## src/rtl/mem_stage.sv

```systemverilog
`default_nettype none
// ============================================================================
//  Module   : mem_stage
//  Purpose  : Pipeline memory stage. It holds the X/M register, sequences
//             data-memory accesses and produces the M/W writeback register.
//  Revision : 1.0 - initial release
// ============================================================================
module mem_stage #(
    parameter int TIMEOUT = 255
) (
    input  logic        clock,
    input  logic        reset,
    input  logic        ex_valid,
    input  logic        ex_load,
    input  logic        ex_store,
    input  logic        ex_byte,
    input  logic        ex_ubyte,
    input  logic        ex_dest,
    input  logic [31:0] ex_addr,
    input  logic [31:0] ex_store_data,
    input  logic [4:0]  ex_rd,
    output logic        stall_out,
    output logic        mem_req,
    output logic        mem_wren,
    output logic [31:0] mem_addr,
    output logic [31:0] mem_wdata,
    output logic [3:0]  mem_be,
    input  logic [31:0] mem_rdata,
    input  logic        mem_ready,
    output logic        wb_valid,
    output logic        wb_dest,
    output logic        wb_fault,
    output logic [31:0] wb_data,
    output logic [4:0]  wb_rd,
    output logic [4:0]  xm_rd,
    output logic        xm_dest
);

    localparam logic [1:0] c_st_idle   = 2'd0;
    localparam logic [1:0] c_st_access = 2'd1;
    localparam logic [1:0] c_st_abort  = 2'd2;
    localparam logic [7:0] c_wait_last = 8'(TIMEOUT - 1);

    logic [1:0]  r_state;
    logic [7:0]  r_wait;
    logic        r_xm_valid;
    logic        r_xm_load;
    logic        r_xm_store;
    logic        r_xm_byte;
    logic        r_xm_ubyte;
    logic        r_xm_dest;
    logic [31:0] r_xm_addr;
    logic [31:0] r_xm_data;
    logic [4:0]  r_xm_rd;

    logic        w_ex_access;
    logic        w_xm_mem;
    logic        w_xm_byte;
    logic [7:0]  w_rd_byte;
    logic [31:0] w_load_data;

    // A ubyte load is a byte access too; only word accesses can be misaligned.
    assign w_ex_access = ex_valid && (ex_load || ex_store) &&
                         ((ex_byte || ex_ubyte) || (ex_addr[1:0] == 2'b00));
    assign w_xm_mem    = r_xm_load || r_xm_store;
    assign w_xm_byte   = r_xm_byte || r_xm_ubyte;

    always_comb begin
        stall_out = 1'b0;
        case (r_state)
            c_st_access: stall_out = !mem_ready;
            c_st_abort:  stall_out = 1'b1;
            default:     stall_out = 1'b0;
        endcase
    end

    assign mem_req   = (r_state == c_st_access);
    assign mem_wren  = mem_req && r_xm_store;
    assign mem_addr  = {r_xm_addr[31:2], 2'b00};
    assign mem_wdata = w_xm_byte ? {4{r_xm_data[7:0]}} : r_xm_data;
    // Byte offset 0 is the most significant byte lane.
    assign mem_be    = w_xm_byte ? (4'b1000 >> r_xm_addr[1:0]) : 4'b1111;

    assign xm_rd     = r_xm_rd;
    assign xm_dest   = r_xm_valid && r_xm_dest && !r_xm_load;

    always_comb begin
        w_rd_byte = 8'h00;
        case (r_xm_addr[1:0])
            2'd0:    w_rd_byte = mem_rdata[31:24];
            2'd1:    w_rd_byte = mem_rdata[23:16];
            2'd2:    w_rd_byte = mem_rdata[15:8];
            default: w_rd_byte = mem_rdata[7:0];
        endcase
        if (w_xm_byte)
            w_load_data = r_xm_ubyte ? {24'h000000, w_rd_byte} : {{24{w_rd_byte[7]}}, w_rd_byte};
        else
            w_load_data = mem_rdata;
    end

    always_ff @(posedge clock) begin
        if (reset) begin
            r_state    <= c_st_idle;
            r_wait     <= 8'd0;
            r_xm_valid <= 1'b0;
            wb_valid   <= 1'b0;
            wb_dest    <= 1'b0;
            wb_fault   <= 1'b0;
            wb_data    <= 32'd0;
            wb_rd      <= 5'd0;
        end else begin
            wb_valid <= 1'b0;
            wb_dest  <= 1'b0;
            wb_fault <= 1'b0;
            case (r_state)
                c_st_idle: begin
                    // A memory op left in IDLE is a misaligned word access.
                    if (r_xm_valid) begin
                        wb_valid <= 1'b1;
                        wb_rd    <= r_xm_rd;
                        wb_data  <= r_xm_addr;
                        wb_fault <= w_xm_mem;
                        wb_dest  <= r_xm_dest && !w_xm_mem;
                    end
                end
                c_st_access: begin
                    if (mem_ready) begin
                        wb_valid <= 1'b1;
                        wb_rd    <= r_xm_rd;
                        wb_data  <= r_xm_load ? w_load_data : r_xm_addr;
                        wb_dest  <= r_xm_dest;
                    end else if (r_wait == c_wait_last) begin
                        r_state <= c_st_abort;
                    end else begin
                        r_wait <= r_wait + 8'd1;
                    end
                end
                c_st_abort: begin
                    wb_valid   <= 1'b1;
                    wb_fault   <= 1'b1;
                    wb_rd      <= r_xm_rd;
                    wb_data    <= r_xm_addr;
                    r_xm_valid <= 1'b0;
                    r_state    <= c_st_idle;
                end
                default: r_state <= c_st_idle;
            endcase

            if (!stall_out) begin
                r_xm_valid <= ex_valid;
                r_xm_load  <= ex_valid && ex_load;
                r_xm_store <= ex_valid && ex_store;
                r_xm_byte  <= ex_byte;
                r_xm_ubyte <= ex_ubyte;
                r_xm_dest  <= ex_dest;
                r_xm_addr  <= ex_addr;
                r_xm_data  <= ex_store_data;
                r_xm_rd    <= ex_rd;
                r_wait     <= 8'd0;
                r_state    <= w_ex_access ? c_st_access : c_st_idle;
            end
        end
    end

endmodule
`default_nettype wire
```

## config.mk

```make
export PLATFORM = sky130hd
export DESIGN_NAME = mem_stage
export DESIGN_NICKNAME = d
export VERILOG_FILES = /design/src/rtl/mem_stage.sv
export SDC_FILE = /design/constraint.sdc
export NUM_CORES = 1
export LEC_CHECK = 0
export ABC_AREA = 1
export BUFFER_PORTS_ARGS = -buffer_cell sky130_fd_sc_hd__buf_2
export CAP_MARGIN = 15
export CORE_MARGIN = 2
export CORE_UTILIZATION = 49
export DETAILED_ROUTE_END_ITERATION = 6
export GPL_TIMING_DRIVEN = 0
export MAX_ROUTING_LAYER = met4
export PLACE_DENSITY = 0.9
export REMOVE_ABC_BUFFERS = 1
export SYNTH_ARGS = -nofsm -noshare
export SYNTH_HDL_FRONTEND = slang
export SYNTH_SLANG_ARGS = --single-unit
```

## constraint.sdc

```tcl
create_clock -name clock -period 6.25 [get_ports clock]
set_input_delay 0.625 -clock clock [delete_from_list [all_inputs] [get_ports clock]]
set_output_delay 0.625 -clock clock [all_outputs]
set_load 0.01 [all_outputs]
```

Word-level counts from Yosys, hierarchy flattened
Cells that the tools add are included.

cells by class
  equal/unequal tests = 11
  reduce and logical (&&, ||, !) cells = 25
  bitwise logic cells = 4
  mux-type cells = 28
  add/subtract/negate cells = 1
  shift operators = 1

operator list
  kind                                                                      number
  32-bit two-way mux                                                        6
  32-bit one-hot mux with 3 select lines                                    1
  8-bit one-hot mux with 3 select lines                                     1
  5-bit one-hot mux with 3 select lines                                     1
  5-bit two-way mux                                                         2
  3-bit AND reduction                                                       3
  8-bit by 1-bit adder with 8-bit output (second input constant)            1
  8-bit == test (second input constant)                                     1
  1-bit logical AND                                                         8
  1-bit two-way mux                                                         8
  2-bit logical NOT                                                         3
  2-bit two-way mux                                                         3
  1-bit one-hot mux with 2 select lines                                     3
  1-bit logical OR                                                          5
  2-bit by 1-bit == test with 1-bit output (second input constant)          2
  2-bit == test (second input constant)                                     2
  4-bit two-way mux                                                         1
  2-bit by 1-bit inequality test with 1-bit output (second input constant)  2
  2-bit inequality test (second input constant)                             2
  1-bit NOT                                                                 4
  2-bit one-hot mux with 2 select lines                                     1
  4-bit by 2-bit >> shifter with 4-bit output (first input constant)        1
  1-bit logical NOT                                                         3
  3-bit by 2-bit inequality test with 1-bit output (second input constant)  1
  5 further kinds                                                           5

word-level totals
  output and inout bits = 117
  bits in registers = 125
  logic and storage cells = 86
  input bits = 110

Logic depth before layout (Yosys ltp)
Gate-level depths: netlist of run 1.

  word-level depth = 7
  depth in mapped cells = 9
  depth with buffers taken out = 8

Worst setup path before layout of run 1
No wires, ideal clock.

  kind = register -> register
  from = register r_state[1]
  to = register r_xm_addr[0] (enable)
  data required time = 5,740 ps
  data arrival time = 4,103 ps
  setup slack = 1,638 ps
  library setup time = 510 ps
  clock period less this slack = 4,612 ps
  path buffers = 0
  cell stages (with the launch flop) = 6
  cells stage by stage = dfxtp_1 inv_1 ha_1 nand2_2 a21boi_2 nor2_1

on the way
  word-level cells in the longest chain between the ends = 4
  elaborated cells on any way between the ends = 5
  those cells by class = eq/ne (2); mux (1); bitwise (1); reduce/logical (1)

RTL lines
  element                                   RTL line  source
  start, declared                           44        logic [1:0] r_state;
  start signal, assigned                    103       r_state <= c_st_idle;
  start signal, assigned                    133       r_state <= c_st_abort;
  start signal, assigned                    144       r_state <= c_st_idle;
  2-bit by 1-bit == test with 1-bit output  -
  net mem_req                               23        output logic mem_req,
  1-bit one-hot mux with 2 select lines     70        case (r_state)
  net stall_out                             22        output logic stall_out,
  1-bit NOT (no source line)                -
  2-bit AND reduction (no source line)      -
  end signal, assigned                      156       r_xm_addr <= ex_addr;
  end, declared                             52        logic [31:0] r_xm_addr;

The timed path passes the listed nets, and every way through them passes these cells.
A chain may end at the register's enable or synchronous reset.

Worst setup path in the final report of run 1
  from = register r_xm_ubyte
  to = output port mem_wdata[11]

on the way
  word-level cells in the longest chain between the ends = 2

RTL lines
  element                 RTL line  source
  start, declared         50        logic r_xm_ubyte;
  start signal, assigned  154       r_xm_ubyte <= ex_ubyte;
  1-bit logical OR        66        assign w_xm_byte = r_xm_byte || r_xm_ubyte;
  32-bit two-way mux      80        assign mem_wdata = w_xm_byte ? {4{r_xm_data[7:0]}} : r_xm_data;
  end, declared           26        output logic [31:0] mem_wdata,

Every way passes these cells.

==> results of run 1 <==
## metrics by stage
stage               setup slack (ps)  area [um^2]  hold WS (ps)
finish                          3420         7190           384
global route                    3270         7190           364
CTS                             3390         7170           364
detailed placement              3790         6650           462
global placement                 216         6510           450
floorplan                       1640         5210           439
## power groups by stage
stage / Sequential [mW] / Clock (mW) / Combinational (mW)
final: 0.959 / 0.880 / 0.276
after global routing: 0.964 / 0.928 / 0.303
after CTS: 0.959 / 0.890 / 0.276
after detailed placement: 0.974 / 0 / 0.275
after global placement: 0.975 / 0 / 0.256
after floorplan: 0.993 / 0 / 0.112
## worst register-to-register path, delay by kind of cell, from the launching register on
kind            cells  cell delay (ps)
compound gates      1               60
fa+ha+maj           1              280
flops               1              400
simple gates        3             1150
buf+inv             2              480
## layout make-up
| type | count | area (um^2) | share of cell area |
|---|---|---|---|
| repair buffers | 231 | 1270 | 0.176 |
| inverters | 24 | 90.1 | 0.0125 |
| well taps | 143 | 179 | 0.0249 |
| clock buffers | 23 | 448 | 0.0623 |
| clock inverters | 9 | 73.8 | 0.0103 |
| multi-input cells | 392 | 1890 | 0.262 |
| flip-flops and latches | 125 | 3240 | 0.451 |
## path summary, 6_finish.rpt
path                            from                        to  slack (ps)  cells past startpoint
max reg2reg  r_state[1]$_SDFFE_PP0P_  wb_data[27]$_SDFFE_PP0P_        3760                      7
max             r_xm_ubyte$_DFFE_PP_             mem_wdata[11]        3420                      6
min reg2reg   r_wait[6]$_SDFFE_PP0P_    r_wait[6]$_SDFFE_PP0P_         480                      2
min                ex_store_data[24]   r_xm_data[24]$_DFFE_PP_         380                      1
## layer usage
| metal | vias up | track usage | wire, um |
|---|---|---|---|
| met1 | 2289 | 0.286 | 5870 |
| met4 | 0 | 0.117 | 360 |
| met3 | 28 | 0.0744 | 1350 |
| li1 | 2366 | - | - |
| met5 | - | - | 0 |
| met2 | 269 | 0.435 | 7840 |
## cell usage after synthesis (all sizes together)
master and number:
nand3 16, o21ai 46, a21boi 1, nand4 4
or2 25, edfxtp 74, conb 1, nand2 162
ha 6, clkbuf 13, nor3 2, nand3b 2
a21oi 82, a311o 1, xnor2 1, xor2 1
buf 54, dfxtp 51, nor2 39, a211oi 1
inv 24, o211ai 1
## cells in the final DEF (no fill, tap or decap), drive strengths merged
master	instances
nand4	4
o21ai	46
nor2	39
nor3	2
conb	2
o211ai	1
xor2	1
xnor2	1
edfxtp	74
bufinv	1
or2	25
nand2	162
ha	6
clkbuf	23
nand3	16
buf	231
dfxtp	51
clkinvlp	1
a21oi	82
a21boi	1
a311o	1
a211oi	1
nand3b	2
inv	24
clkinv	7
## cells by family (layout without fill, tap and decap cells)
group / count (synthesis) / in the layout / synth area share
adder cells (fa/ha/maj): 6 / 6 / 0.0133
AND/OR/NAND/NOR: 250 / 250 / 0.194
XOR/XNOR: 2 / 2 / 0.00311
buffers and inverters: 91 / 287 / 0.0936
other: 1 / 2 / 0.000665
AO/OA/AOI/OAI: 132 / 132 / 0.121
flip-flops: 125 / 125 / 0.575
## registers in the layout, summed over array words and instances, names as in the netlist, 2 cells and up
| name | count |
|---|---|
| r_wait | 8 |
| r_state | 2 |
| xm_rd | 5 |
| r_xm_data | 32 |
| wb_data | 32 |
| wb_rd | 5 |
| r_xm_addr | 32 |
==> impl_metrics.json, run 1 <==
{
  "seq_area_frac_synth": 0.575,
  "ctsLongestPathBuffers": 2,
  "io_buffers": 224,
  "cts_buffers": 17,
  "htree_levels": 4,
  "max_slew.worst_pin.slew_ps": 861,
  "power_switching_uw": 530,
  "postCtsHoldBufs": 0,
  "syn-mean-instance-area_um2": 9.29,
  "post_cts_resized": 0,
  "grt.total_usage": 0.259,
  "grt_pass1_wl_mm": 24.1,
  "vdd_drop_max_mv": 0.257,
  "yosys.area.top_type": "edfxtp_1",
  "p_per_area_mw_per_mm2": 294,
  "fin_setup_tns_ps": 0,
  "finClkSkew_ps": 6.16,
  "fp-row-count": 39,
  "dieArea_mm2": 0.0124,
  "netlist_instances": 607,
  "die_h_um": 111,
  "clk_latency_ps": 410,
  "final_core_util": 0.635,
  "p_leak_nw": 3.33,
  "post-cts-setup-buffer-count": 0,
  "drive_above_1_share": 0.371,
  "viasPerCell": 5.23,
  "startpoint_type": "flip-flop",
  "cts_root_buffer": "clkbuf_16",
  "crit_path_end_kind": "output pin",
  "clock-sinks": 125,
  "finalSetupViolCount": 0,
  "wirelength_mm": 15.4,
  "pwr-share-seq": 0.453,
  "area_growth_pct": 27.4,
  "ys_types": 33,
  "vias": 4952,
  "yosys_warnings": 0,
  "nFillCells": 912,
  "intPower_mw": 1.58,
  "clk_pin_slew_ps": 60,
  "crit_slowest_cell": "edfxtp_1",
  "cpPeakStageDelay_ps": 420,
  "fmax_mhz": 353,
  "maxCapViolations": 0,
  "ios": 227,
  "critPathRequiredTime_ps": 5620,
  "synth_area_mm2": 0.00564,
  "first_global_vias": 4849,
  "cp_top_family": "buffers and inverters",
  "die_w_um": 111,
  "instances_no_fill": 947,
  "p_total_mw": 2.12,
  "dp.cells": 914,
  "arrival_ps": 2200,
  "finalWorstPathRequiredPeriod_ps": 2830,
  "grt_max_degree": 41,
  "drc": 0,
  "start_util": 0.498,
  "ant_nets": 0,
  "p_comb_frac": 0.131,
  "p_sw_frac": 0.251,
  "status": "complete, no violations",
  "hold_viol": 0,
  "crit_buf_inv": 3,
  "grt.overflow.total": 0,
  "holdCritPathClass": "input port to flip-flop",
  "cp_cell_sequence": "nor2_4, buf_12, inv_1, nand2_1, nand2_1, buf_2",
  "crit_path_frequent_cell": "nand2_1",
  "critPathKind": "flip-flop to output pin",
  "ys_ff_latch": 125,
  "antenna_found_initial": 0,
  "critPathMaxFanout": 36,
  "drt_pass1_iterations": 5,
  "clock_power_share": 0.416,
  "place.gp.congestion": 0.922,
  "report.final.slew_viol_count": 0,
  "grt_setup_unrepaired": "no",
  "dp_hpwl_mm": 11.1,
  "core_area_mm2": 0.0113,
  "wl_per_cell_um": 16.3,
  "finalCritPeriodShare": 0.453,
  "nets": 907,
  "max_slew_margin": 0.425,
  "cts_tree": "built",
  "num_antenna_cells": 0,
  "drtIter0Drc": 434,
  "synth_area_leaders": "edfxtp_1 39%, dfxtp_1 18%, nand2_1 11%",
  "yosysTopAreaCellShare": 0.394
}
No activity file was read; power rests on OpenSTA's default activity.
==> run 2: changes to the inputs <==
Settings changed: CORE_UTILIZATION 49 to 44, PLACE_DENSITY 0.9 to 0.86.
Clock period 6.25 ns to 2.6 ns, I/O delays scaled along.
==> impl_metrics.json, run 2 (same netlist as run 1, synthesis figures left out) <==
{
  "htree_levels": 4,
  "min_from": "ex_addr[25]",
  "startpoint_type": "flip-flop",
  "instances_no_fill": 995,
  "io_buffers": 224,
  "grt.total_usage": 0.240,
  "dp_worst_setup_slack_ps": 116,
  "ctsLongestPathBuffers": 2,
  "p_total_mw": 5.26,
  "holdCritPathClass": "input port to flip-flop",
  "cts_buffers": 17,
  "reg.largest.list": "r_xm_addr (32), r_xm_data (32), wb_data (32)",
  "p_sw_frac": 0.253,
  "drt_pass1_iterations": 5,
  "cp-startpoint": "r_state[0]$_SDFFE_PP0P_",
  "nFillCells": 1039,
  "nets": 924,
  "reg2reg_from": "r_state[0]$_SDFFE_PP0P_",
  "clk_pin_slew_ps": 60,
  "drtIter0Drc": 375,
  "critPathRequiredTime_ps": 2720,
  "dp.cells": 943,
  "seq_area_mm2": 0.00324,
  "report.final.slew_viol_count": 0,
  "ant_nets": 0,
  "drc": 0,
  "cts_tree": "built",
  "max_slew.worst_pin.slew_ps": 780,
  "place_area_mm2": 0.00668,
  "die_h_um": 117,
  "max_slew_margin": 0.480,
  "crit_path_end_kind": "flip-flop",
  "p_leak_nw": 3.41,
  "r2r_end": "r_xm_data[30]$_DFFE_PP_",
  "finClkSkew_ps": 14.8,
  "clock-sinks": 125,
  "hold_viol": 0,
  "viasPerCell": 5.02,
  "clk_latency_ps": 420,
  "ios": 227,
  "design_area_mm2": 0.00743,
  "core_area_mm2": 0.0126,
  "fp-row-count": 41,
  "finalCritPeriodShare": 0.930,
  "p_per_area_mw_per_mm2": 707,
  "die_w_um": 117,
  "dp_hpwl_mm": 11.5,
  "arrival_ps": 2540,
  "finalWorstPathRequiredPeriod_ps": 2420,
  "grt_max_degree": 41,
  "p_comb_frac": 0.132,
  "multi_input_area_mm2": 0.00190,
  "layout_commonest_cell": "buf_2",
  "dieArea_mm2": 0.0137,
  "vias": 4994,
  "hold-worst-slack_ps": 8.33,
  "endpoint": "r_xm_data[30]$_DFFE_PP_",
  "maxCapViolations": 0,
  "wirelength_mm": 16.5,
  "intPower_mw": 3.92,
  "area_growth_pct": 31.7,
  "final_cell_mix": "224 x buf_2, 158 x nand2_1, 81 x a21oi_1",
  "grt_pass1_wl_mm": 23.4,
  "fin_setup_tns_ps": 0,
  "critPathKind": "flip-flop to flip-flop",
  "clock_power_share": 0.430,
  "fmax_mhz": 414,
  "critPathMaxFanout": 35,
  "setup_slack_ps": 182,
  "reg2regPathDepth": 6,
  "first_global_vias": 4641,
  "place.gp.congestion": 0.865,
  "start_util": 0.449,
  "final_core_util": 0.591,
  "power_switching_mw": 1.33,
  "vdd_drop_max_mv": 0.450,
  "r2r_slack_ps": 180,
  "finalSetupViolCount": 0,
  "cts_root_buffer": "clkbuf_16",
  "wl_per_cell_um": 16.6,
  "pwr-share-seq": 0.438,
  "drive_above_1_share": 0.373,
  "hold-path-cell-count": 1,
  "status": "complete, no violations",
  "grt_setup_unrepaired": "no",
  "antenna_found_initial": 2,
  "grt.overflow.total": 0
}
==> run 2: cell count changes in the layout (fill, tap and decap cells not counted) <==
cell           change
ha_2               +1
buf_4              +3
clkbuf_1           -3
bufinv_16          +1
diode_2            +2
dlygate4sd3_1     +15
buf_12             -1
nand2_1            -1
inv_1              -1
inv_6              +1
clkinv_2           -1
clkinvlp_4         +3
nand2_4            +1
ha_1               -1
==> run 2: power by group through the flow <==
stage	clock, mW	combinational, mW	sequential [mW]
2_1_floorplan	0	0.270	2.39
3_3_place_gp	0	0.620	2.34
3_5_place_dp	0	0.662	2.34
4_1_cts	2.28	0.673	2.30
5_1_grt	2.38	0.761	2.32
6_report	2.26	0.692	2.30
==> run 2: worst min-delay path by stage <==
stage	to
after detailed placement	r_xm_addr[31]$_DFFE_PP_
after CTS	r_xm_addr[21]$_DFFE_PP_
after global routing	r_xm_data[17]$_DFFE_PP_
after global placement	r_xm_addr[25]$_DFFE_PP_
after floorplan	r_state[1]$_SDFFE_PP0P_
final	r_xm_addr[25]$_DFFE_PP_
==> run 2: routing by layer <==
metal	track usage	up-vias	share of wire	routed length, um
li1	-	2405	-	-
met1	0.285	2298	0.40	6600
met2	0.382	253	0.49	8030
met3	0.0695	38	0.086	1420
met4	0.106	0	0.026	422
met5	-	-	0	0
==> run 2: repair_timing <==
item	4_1_cts	5_1_grt
endpoints found under the hold margin	7	8
hold buffers	7	8
buffers inserted	0	3
setup endpoints to repair	0	22
resized for setup	0	3
==> run 2: final cells by class <==
class,instances,share of cell area
Sequential cell,125,0.436
Antenna cell,2,0.000674
Timing Repair Buffer,248,0.191
Clock inverter,12,0.0165
Inverter,24,0.0126
Tap cell,172,0.0290
Multi-Input combinational cell,392,0.255
Clock buffer,20,0.0588
==> run 2: critical path, cell delays in order (launching register included) <==
cell,delay (ps)
dfxtp_1,390
inv_1,80
ha_1,290
a21boi_2,210
nor2_4,600
buf_12,310
buf_16,210
